## src/rtl/ooo_pkg.sv

```systemverilog
// Shared types for the out-of-order front end: functional-unit and ALU encodings,
// the decoded-instruction bundle, RV32I opcodes and the decode skid-buffer states.
package ooo_pkg;

  localparam int unsigned XLEN     = 32;
  localparam int unsigned REG_AW   = 5;
  localparam int unsigned FUNCT3_W = 3;

  typedef enum logic [3:0] {
    FU_ALU     = 4'd0,
    FU_BRANCH  = 4'd1,
    FU_JUMP    = 4'd2,
    FU_LOAD    = 4'd3,
    FU_STORE   = 4'd4,
    FU_SYS     = 4'd5,
    FU_ILLEGAL = 4'd6
  } fu_t;

  typedef enum logic [3:0] {
    ALU_ADD   = 4'd0,
    ALU_SUB   = 4'd1,
    ALU_SLL   = 4'd2,
    ALU_SLT   = 4'd3,
    ALU_SLTU  = 4'd4,
    ALU_XOR   = 4'd5,
    ALU_SRL   = 4'd6,
    ALU_SRA   = 4'd7,
    ALU_OR    = 4'd8,
    ALU_AND   = 4'd9,
    ALU_PASSB = 4'd10
  } alu_op_t;

  // a_is_pc selects the PC as ALU operand A (AUIPC).
  typedef struct packed {
    logic [XLEN-1:0]     pc;
    logic [REG_AW-1:0]   rs1;
    logic [REG_AW-1:0]   rs2;
    logic [REG_AW-1:0]   rd;
    logic [FUNCT3_W-1:0] funct3;
    logic [XLEN-1:0]     imm;
    fu_t                 fu;
    alu_op_t             alu_op;
    logic                a_is_pc;
    logic                uses_rs1;
    logic                uses_rs2;
    logic                writes_rd;
    logic                illegal;
  } decoded_t;

  typedef enum logic [1:0] {
    ST_EMPTY = 2'd0,
    ST_ONE   = 2'd1,
    ST_FULL  = 2'd2
  } skid_state_t;

  localparam logic [6:0] OPC_LUI      = 7'b0110111;
  localparam logic [6:0] OPC_AUIPC    = 7'b0010111;
  localparam logic [6:0] OPC_JAL      = 7'b1101111;
  localparam logic [6:0] OPC_JALR     = 7'b1100111;
  localparam logic [6:0] OPC_BRANCH   = 7'b1100011;
  localparam logic [6:0] OPC_LOAD     = 7'b0000011;
  localparam logic [6:0] OPC_STORE    = 7'b0100011;
  localparam logic [6:0] OPC_OP_IMM   = 7'b0010011;
  localparam logic [6:0] OPC_OP       = 7'b0110011;
  localparam logic [6:0] OPC_MISC_MEM = 7'b0001111;
  localparam logic [6:0] OPC_SYSTEM   = 7'b1110011;

  // Maps funct3 to an ALU op; alt is instr[30], allow_sub is 0 for OP-IMM.
  function automatic alu_op_t alu_from_f3(input logic [2:0] f3, input logic alt,
                                          input logic allow_sub);
    alu_op_t op;
    case (f3)
      3'b000:  op = (alt && allow_sub) ? ALU_SUB : ALU_ADD;
      3'b001:  op = ALU_SLL;
      3'b010:  op = ALU_SLT;
      3'b011:  op = ALU_SLTU;
      3'b100:  op = ALU_XOR;
      3'b101:  op = alt ? ALU_SRA : ALU_SRL;
      3'b110:  op = ALU_OR;
      default: op = ALU_AND;
    endcase
    return op;
  endfunction

endpackage

```

## src/rtl/rv32i_decoder.sv

```systemverilog
// Purely combinational RV32I decoder: instruction word and PC to decoded_t.
module rv32i_decoder
  import ooo_pkg::*;
(
  input  logic [XLEN-1:0] instr,
  input  logic [XLEN-1:0] pc,
  output decoded_t        dec
);

  logic [XLEN-1:0] w_imm_i;
  logic [XLEN-1:0] w_imm_s;
  logic [XLEN-1:0] w_imm_b;
  logic [XLEN-1:0] w_imm_u;
  logic [XLEN-1:0] w_imm_j;

  assign w_imm_i = {{20{instr[31]}}, instr[31:20]};
  assign w_imm_s = {{20{instr[31]}}, instr[31:25], instr[11:7]};
  assign w_imm_b = {{19{instr[31]}}, instr[31], instr[7], instr[30:25], instr[11:8], 1'b0};
  assign w_imm_u = {instr[31:12], 12'b0};
  assign w_imm_j = {{11{instr[31]}}, instr[31], instr[19:12], instr[20], instr[30:21], 1'b0};

  // Every legal opcode ends in 2'b11, so a full 7-bit match also rejects compressed encodings.
  always_comb begin
    dec           = '0;
    dec.pc        = pc;
    dec.rs1       = instr[19:15];
    dec.rs2       = instr[24:20];
    dec.rd        = instr[11:7];
    dec.funct3    = instr[14:12];
    dec.fu        = FU_ILLEGAL;
    dec.alu_op    = ALU_ADD;
    dec.illegal   = 1'b1;
    case (instr[6:0])
      OPC_LUI: begin
        dec.fu        = FU_ALU;
        dec.alu_op    = ALU_PASSB;
        dec.imm       = w_imm_u;
        dec.writes_rd = 1'b1;
        dec.illegal   = 1'b0;
      end
      OPC_AUIPC: begin
        dec.fu        = FU_ALU;
        dec.imm       = w_imm_u;
        dec.a_is_pc   = 1'b1;
        dec.writes_rd = 1'b1;
        dec.illegal   = 1'b0;
      end
      OPC_JAL: begin
        dec.fu        = FU_JUMP;
        dec.imm       = w_imm_j;
        dec.writes_rd = 1'b1;
        dec.illegal   = 1'b0;
      end
      OPC_JALR: begin
        dec.fu        = FU_JUMP;
        dec.imm       = w_imm_i;
        dec.uses_rs1  = 1'b1;
        dec.writes_rd = 1'b1;
        dec.illegal   = 1'b0;
      end
      OPC_BRANCH: begin
        dec.fu       = FU_BRANCH;
        dec.imm      = w_imm_b;
        dec.uses_rs1 = 1'b1;
        dec.uses_rs2 = 1'b1;
        dec.illegal  = 1'b0;
      end
      OPC_LOAD: begin
        dec.fu        = FU_LOAD;
        dec.imm       = w_imm_i;
        dec.uses_rs1  = 1'b1;
        dec.writes_rd = 1'b1;
        dec.illegal   = 1'b0;
      end
      OPC_STORE: begin
        dec.fu       = FU_STORE;
        dec.imm      = w_imm_s;
        dec.uses_rs1 = 1'b1;
        dec.uses_rs2 = 1'b1;
        dec.illegal  = 1'b0;
      end
      OPC_OP_IMM: begin
        dec.fu        = FU_ALU;
        dec.alu_op    = alu_from_f3(instr[14:12], instr[30], 1'b0);
        dec.imm       = w_imm_i;
        dec.uses_rs1  = 1'b1;
        dec.writes_rd = 1'b1;
        dec.illegal   = 1'b0;
      end
      OPC_OP: begin
        dec.fu        = FU_ALU;
        dec.alu_op    = alu_from_f3(instr[14:12], instr[30], 1'b1);
        dec.uses_rs1  = 1'b1;
        dec.uses_rs2  = 1'b1;
        dec.writes_rd = 1'b1;
        dec.illegal   = 1'b0;
      end
      OPC_MISC_MEM, OPC_SYSTEM: begin
        dec.fu      = FU_SYS;
        dec.imm     = w_imm_i;
        dec.illegal = 1'b0;
      end
      default: ;
    endcase
    if (dec.rd == REG_AW'(0)) dec.writes_rd = 1'b0;
  end

endmodule

```

## src/rtl/decode_stage.sv

```systemverilog
// Decode pipeline stage: RV32I decoder feeding a two-entry skid buffer (main M, skid S)
// so that ready_out toward fetch is a pure register output.
module decode_stage
  import ooo_pkg::*;
#(
  parameter type T = logic [31:0]
) (
  input  logic     clk,
  input  logic     reset,
  input  logic     flush,
  input  T         instr_in,
  input  T         pc_in,
  input  logic     valid_in,
  output logic     ready_out,
  output decoded_t dec_out,
  output logic     valid_out,
  input  logic     ready_in
);

  skid_state_t r_state;
  skid_state_t w_next;
  logic        r_valid;
  logic        r_ready;
  decoded_t    r_m;
  decoded_t    r_s;
  decoded_t    w_dec;
  logic        w_accept;
  logic        w_emit;
  logic        w_load_m;
  logic        w_m_from_s;
  logic        w_load_s;

  rv32i_decoder u_dec (
    .instr (XLEN'(instr_in)),
    .pc    (XLEN'(pc_in)),
    .dec   (w_dec)
  );

  assign w_accept = valid_in && r_ready && !flush;
  assign w_emit   = r_valid && ready_in;

  // Next state and register-load controls; flush overrides everything.
  always_comb begin
    w_next     = r_state;
    w_load_m   = 1'b0;
    w_m_from_s = 1'b0;
    w_load_s   = 1'b0;
    case (r_state)
      ST_EMPTY: begin
        if (w_accept) begin
          w_next   = ST_ONE;
          w_load_m = 1'b1;
        end
      end
      ST_ONE: begin
        if (w_accept && w_emit) begin
          w_load_m = 1'b1;
        end else if (w_accept) begin
          w_next   = ST_FULL;
          w_load_s = 1'b1;
        end else if (w_emit) begin
          w_next = ST_EMPTY;
        end
      end
      ST_FULL: begin
        if (w_emit) begin
          w_next     = ST_ONE;
          w_load_m   = 1'b1;
          w_m_from_s = 1'b1;
        end
      end
      default: w_next = ST_EMPTY;
    endcase
    if (flush) begin
      w_next     = ST_EMPTY;
      w_load_m   = 1'b0;
      w_m_from_s = 1'b0;
      w_load_s   = 1'b0;
    end
  end

  // Handshake outputs are registered from the next state.
  always_ff @(posedge clk or posedge reset) begin
    if (reset) begin
      r_state <= ST_EMPTY;
      r_valid <= 1'b0;
      r_ready <= 1'b1;
    end else begin
      r_state <= w_next;
      r_valid <= (w_next != ST_EMPTY);
      r_ready <= (w_next != ST_FULL);
    end
  end

  always_ff @(posedge clk or posedge reset) begin
    if (reset) begin
      r_m <= '0;
      r_s <= '0;
    end else begin
      if (w_load_m) r_m <= w_m_from_s ? r_s : w_dec;
      if (w_load_s) r_s <= w_dec;
    end
  end

  assign ready_out = r_ready;
  assign valid_out = r_valid;
  assign dec_out   = r_m;

endmodule

```

## config.mk

```make
export PLATFORM = sky130hd
export DESIGN_NAME = decode_stage
export DESIGN_NICKNAME = d
export VERILOG_FILES = /design/src/rtl/ooo_pkg.sv /design/src/rtl/rv32i_decoder.sv /design/src/rtl/decode_stage.sv
export SDC_FILE = /design/constraint.sdc
export NUM_CORES = 1
export LEC_CHECK = 0
export ABC_AREA = 1
export BUFFER_PORTS_ARGS = -buffer_cell sky130_fd_sc_hd__buf_2
export CAP_MARGIN = 15
export CORE_UTILIZATION = 46
export DETAILED_ROUTE_END_ITERATION = 7
export PLACE_DENSITY = 0.76
export SLEW_MARGIN = 15
export SYNTH_ARGS = -nofsm -noshare
export SYNTH_HDL_FRONTEND = slang
export SYNTH_SLANG_ARGS = --single-unit
```

## constraint.sdc

```tcl
create_clock -name clk -period 12.9 [get_ports clk]
set_clock_uncertainty 0.1 [all_clocks]
set_input_delay 1.29 -clock clk [delete_from_list [all_inputs] [get_ports clk]]
set_output_delay 1.29 -clock clk [all_outputs]
set_load 0.01 [all_outputs]
```

==> qor.txt <==
Critical path required time: 13.12 ns
Pwr dens: 165 mW/mm²
CP Capture Type: register
ANT cells: 0
Setup crit end: r_s[5]
Detailed placement HPWL: 13500 µm
EDFF count, synth: 0
Avg Inst Size Synth: 8.54 µm²
Initial DRC count: 675
Die area: 0.0186 mm²
Clock period minus worst slack: 3.82 ns
Most frequent cell after synthesis: nand2_1
Synth area leader: dfrtp_1
Initial antenna violation count: 1
RSZ-0062 raised after global routing: false
Top cells by area, synth: dfrtp_1, nand2_1, nor2_1, o22ai_1, a22oi_1
MaxCap Viol Count: 0
Inserted Clock Buffers: 17
Clock transition at the registers of the reported paths: 0.07 ns
GR Overflow Total: 0
Clock Path Buffers: 2
R2r setup slk: 9.59 ns
Final net count: 1176
Critical path startpoint: flush
Status: complete, no violations
Reg2reg end: r_s[5]
Synthesized area: 0.00830 mm²
Detail-routed via count per cell: 5.32
Synth Register Bits: 192
Reg2reg start: ready_out
Leak Pwr: 0.00529 µW
Drt first pass iters: 5
Total Power: 1610 µW
Synth-to-Final Area Change: 18.0%
Cell Rows: 48
WHS Path Cells: 2
Via count: 7147
First-pass GRT wire length: 34100 µm
CTS tree: yes
Peak supply drop: 109 µV
Routability-driven placement congestion ratio: 0.907
Fmax: 262 MHz
All-Layer GR Usage: 23.8%
Clock root cell: clkbuf_16
H-tree depth: 4
Register-to-Register Path Depth: 9
CP Class: in2reg
Endpoints failing hold: 0
Setup_tns: 0 ns
Buffers added on ports: 164
Ys flop type: dfrtp_1
Initial core utilization: 47.5%
Resized Gates After CTS: 0
Largest net degree at the start of global routing: 122
Worst-Margin Slew: 1.16 ns
Seq/Total Area, Yosys: 57.9%
Die Width: 136 µm
Top post-synthesis cells by count: nand2_1, dfrtp_1, nor2_1
Unique cell type count in the Yosys netlist: 27
Syn_nets: 1041
Worst-Skew Late Latency: 0.43 ns
Cell count after synthesis: 972
Vias in the first global route: 6689
Wirelength, routed: 21300 µm
Slew headroom: 22.7%
Die H: 136 µm
Post-CTS setup buffers: 0
Setup crit start kind: primary input
Fraction of registers with async set/reset: 100%
Clock Sinks: 192
Final ANT Viol Nets: 0
Hold Path Class: reg2reg
CP arrival: 4.04 ns
Crit share post-route: 29.6%
DRC Markers: 0
Maximum fanout along the worst path: 85
Yosys warns: 0
Num ports: 166
Layout cells sized above 1: 21.1%
WL per Instance: 15.8 µm
Post-CTS Hold Fix Bufs: 0
Area share of the largest cell type after synthesis: 57.6%
Core area: 0.0175 mm²
Max Slew Vio Count: 0
Final setup viols: 0
## how the worst min path moves through the flow
stage	startpoint	endpoint
2_1_floorplan	r_s[49]	r_s[49]
3_3_place_gp	r_s[74]	r_s[74]
3_5_place_dp	r_s[80]	r_s[80]
4_1_cts	r_s[59]	r_s[59]
5_1_grt	r_s[79]	r_s[79]
6_report	r_s[59]	r_s[59]
## state kept, by name, summed over array words and instances, names as in the netlist
| register | cells |
|---|---|
| valid_out | 1 |
| dec_out | 94 |
| r_s | 94 |
| r_state | 2 |
| ready_out | 1 |
## logic make-up after synthesis
| group | Yosys count | synth area share (%) |
|---|---|---|
| other | 1 | 0.0452 |
| and+or+nand+nor | 553 | 26.7 |
| AOI/OAI and AO/OA | 139 | 10.4 |
| DFF | 192 | 57.9 |
| buffers and inverters | 87 | 4.96 |
## cell usage in the layout (no fill, tap or decap), drive strengths merged
master | Yosys | layout
inv | 33 | 32
clkinvlp | 0 | 3
clkinv | 0 | 7
o22ai | 61 | 61
a21oi | 13 | 13
a21boi | 1 | 1
a21o | 1 | 1
bufinv | 0 | 3
o21bai | 1 | 1
dfrtp | 191 | 191
nor3 | 1 | 1
dfstp | 1 | 1
o21ai | 31 | 31
o211ai | 3 | 3
nor2 | 130 | 130
nand4 | 3 | 3
conb | 1 | 1
buf | 41 | 170
nand2 | 381 | 381
nand3 | 38 | 38
clkbuf | 13 | 19
a22oi | 28 | 28
## area by class of cell
class | instances | area (µm²)
clock buffers | 19 | 443
clock inverters | 12 | 161
fillers | 1605 | 7690
inverters | 33 | 133
multi-input cells | 693 | 3100
flip-flops and latches | 192 | 4810
well taps | 225 | 282
repair buffers | 170 | 866
## worst max-delay path, cell delays in order
cell and delay, ns:
buf_2 0.11, inv_2 0.08, nand3_1 0.10, nor2_2 0.15, inv_2 0.06, nor2_4 0.06, buf_4 0.63, clkinv_2 0.60
buf_4 0.57, o21ai_0 0.28, inv_1 0.05
## report_power, final
| group | total [µW] | switching [µW] | leakage, µW | internal, µW |
|---|---|---|---|---|
| Sequential | 798 | 70.9 | 0.00242 | 727 |
| Combinational | 272 | 162 | 0.00259 | 110 |
| Clock | 542 | 231 | 0.000286 | 311 |
| Total | 1610 | 464 | 0.00529 | 1150 |
## metal layers
layer	track usage, %	vias up	part of all wire (%)
met5	0	-	0
met4	7.04	0	1.2
met3	5.03	17	7.3
met2	37.4	274	46
met1	33.2	3427	45
li1	-	3429	-
## metrics by stage
step,hold WS (ns),std cells,instance area [µm²],util [%],setup slack [ns]
2_1_floorplan,0.342,972,8300,-,6.28
3_3_place_gp,0.354,1313,9190,52.6,8.69
3_5_place_dp,0.359,1313,9190,52.6,8.63
4_1_cts,0.376,1344,9790,56.0,9.09
5_1_grt,0.390,1344,9790,56.0,8.85
6_report,0.374,1344,9790,56.0,9.08
Note: power is estimated with default switching activity, not from simulation.
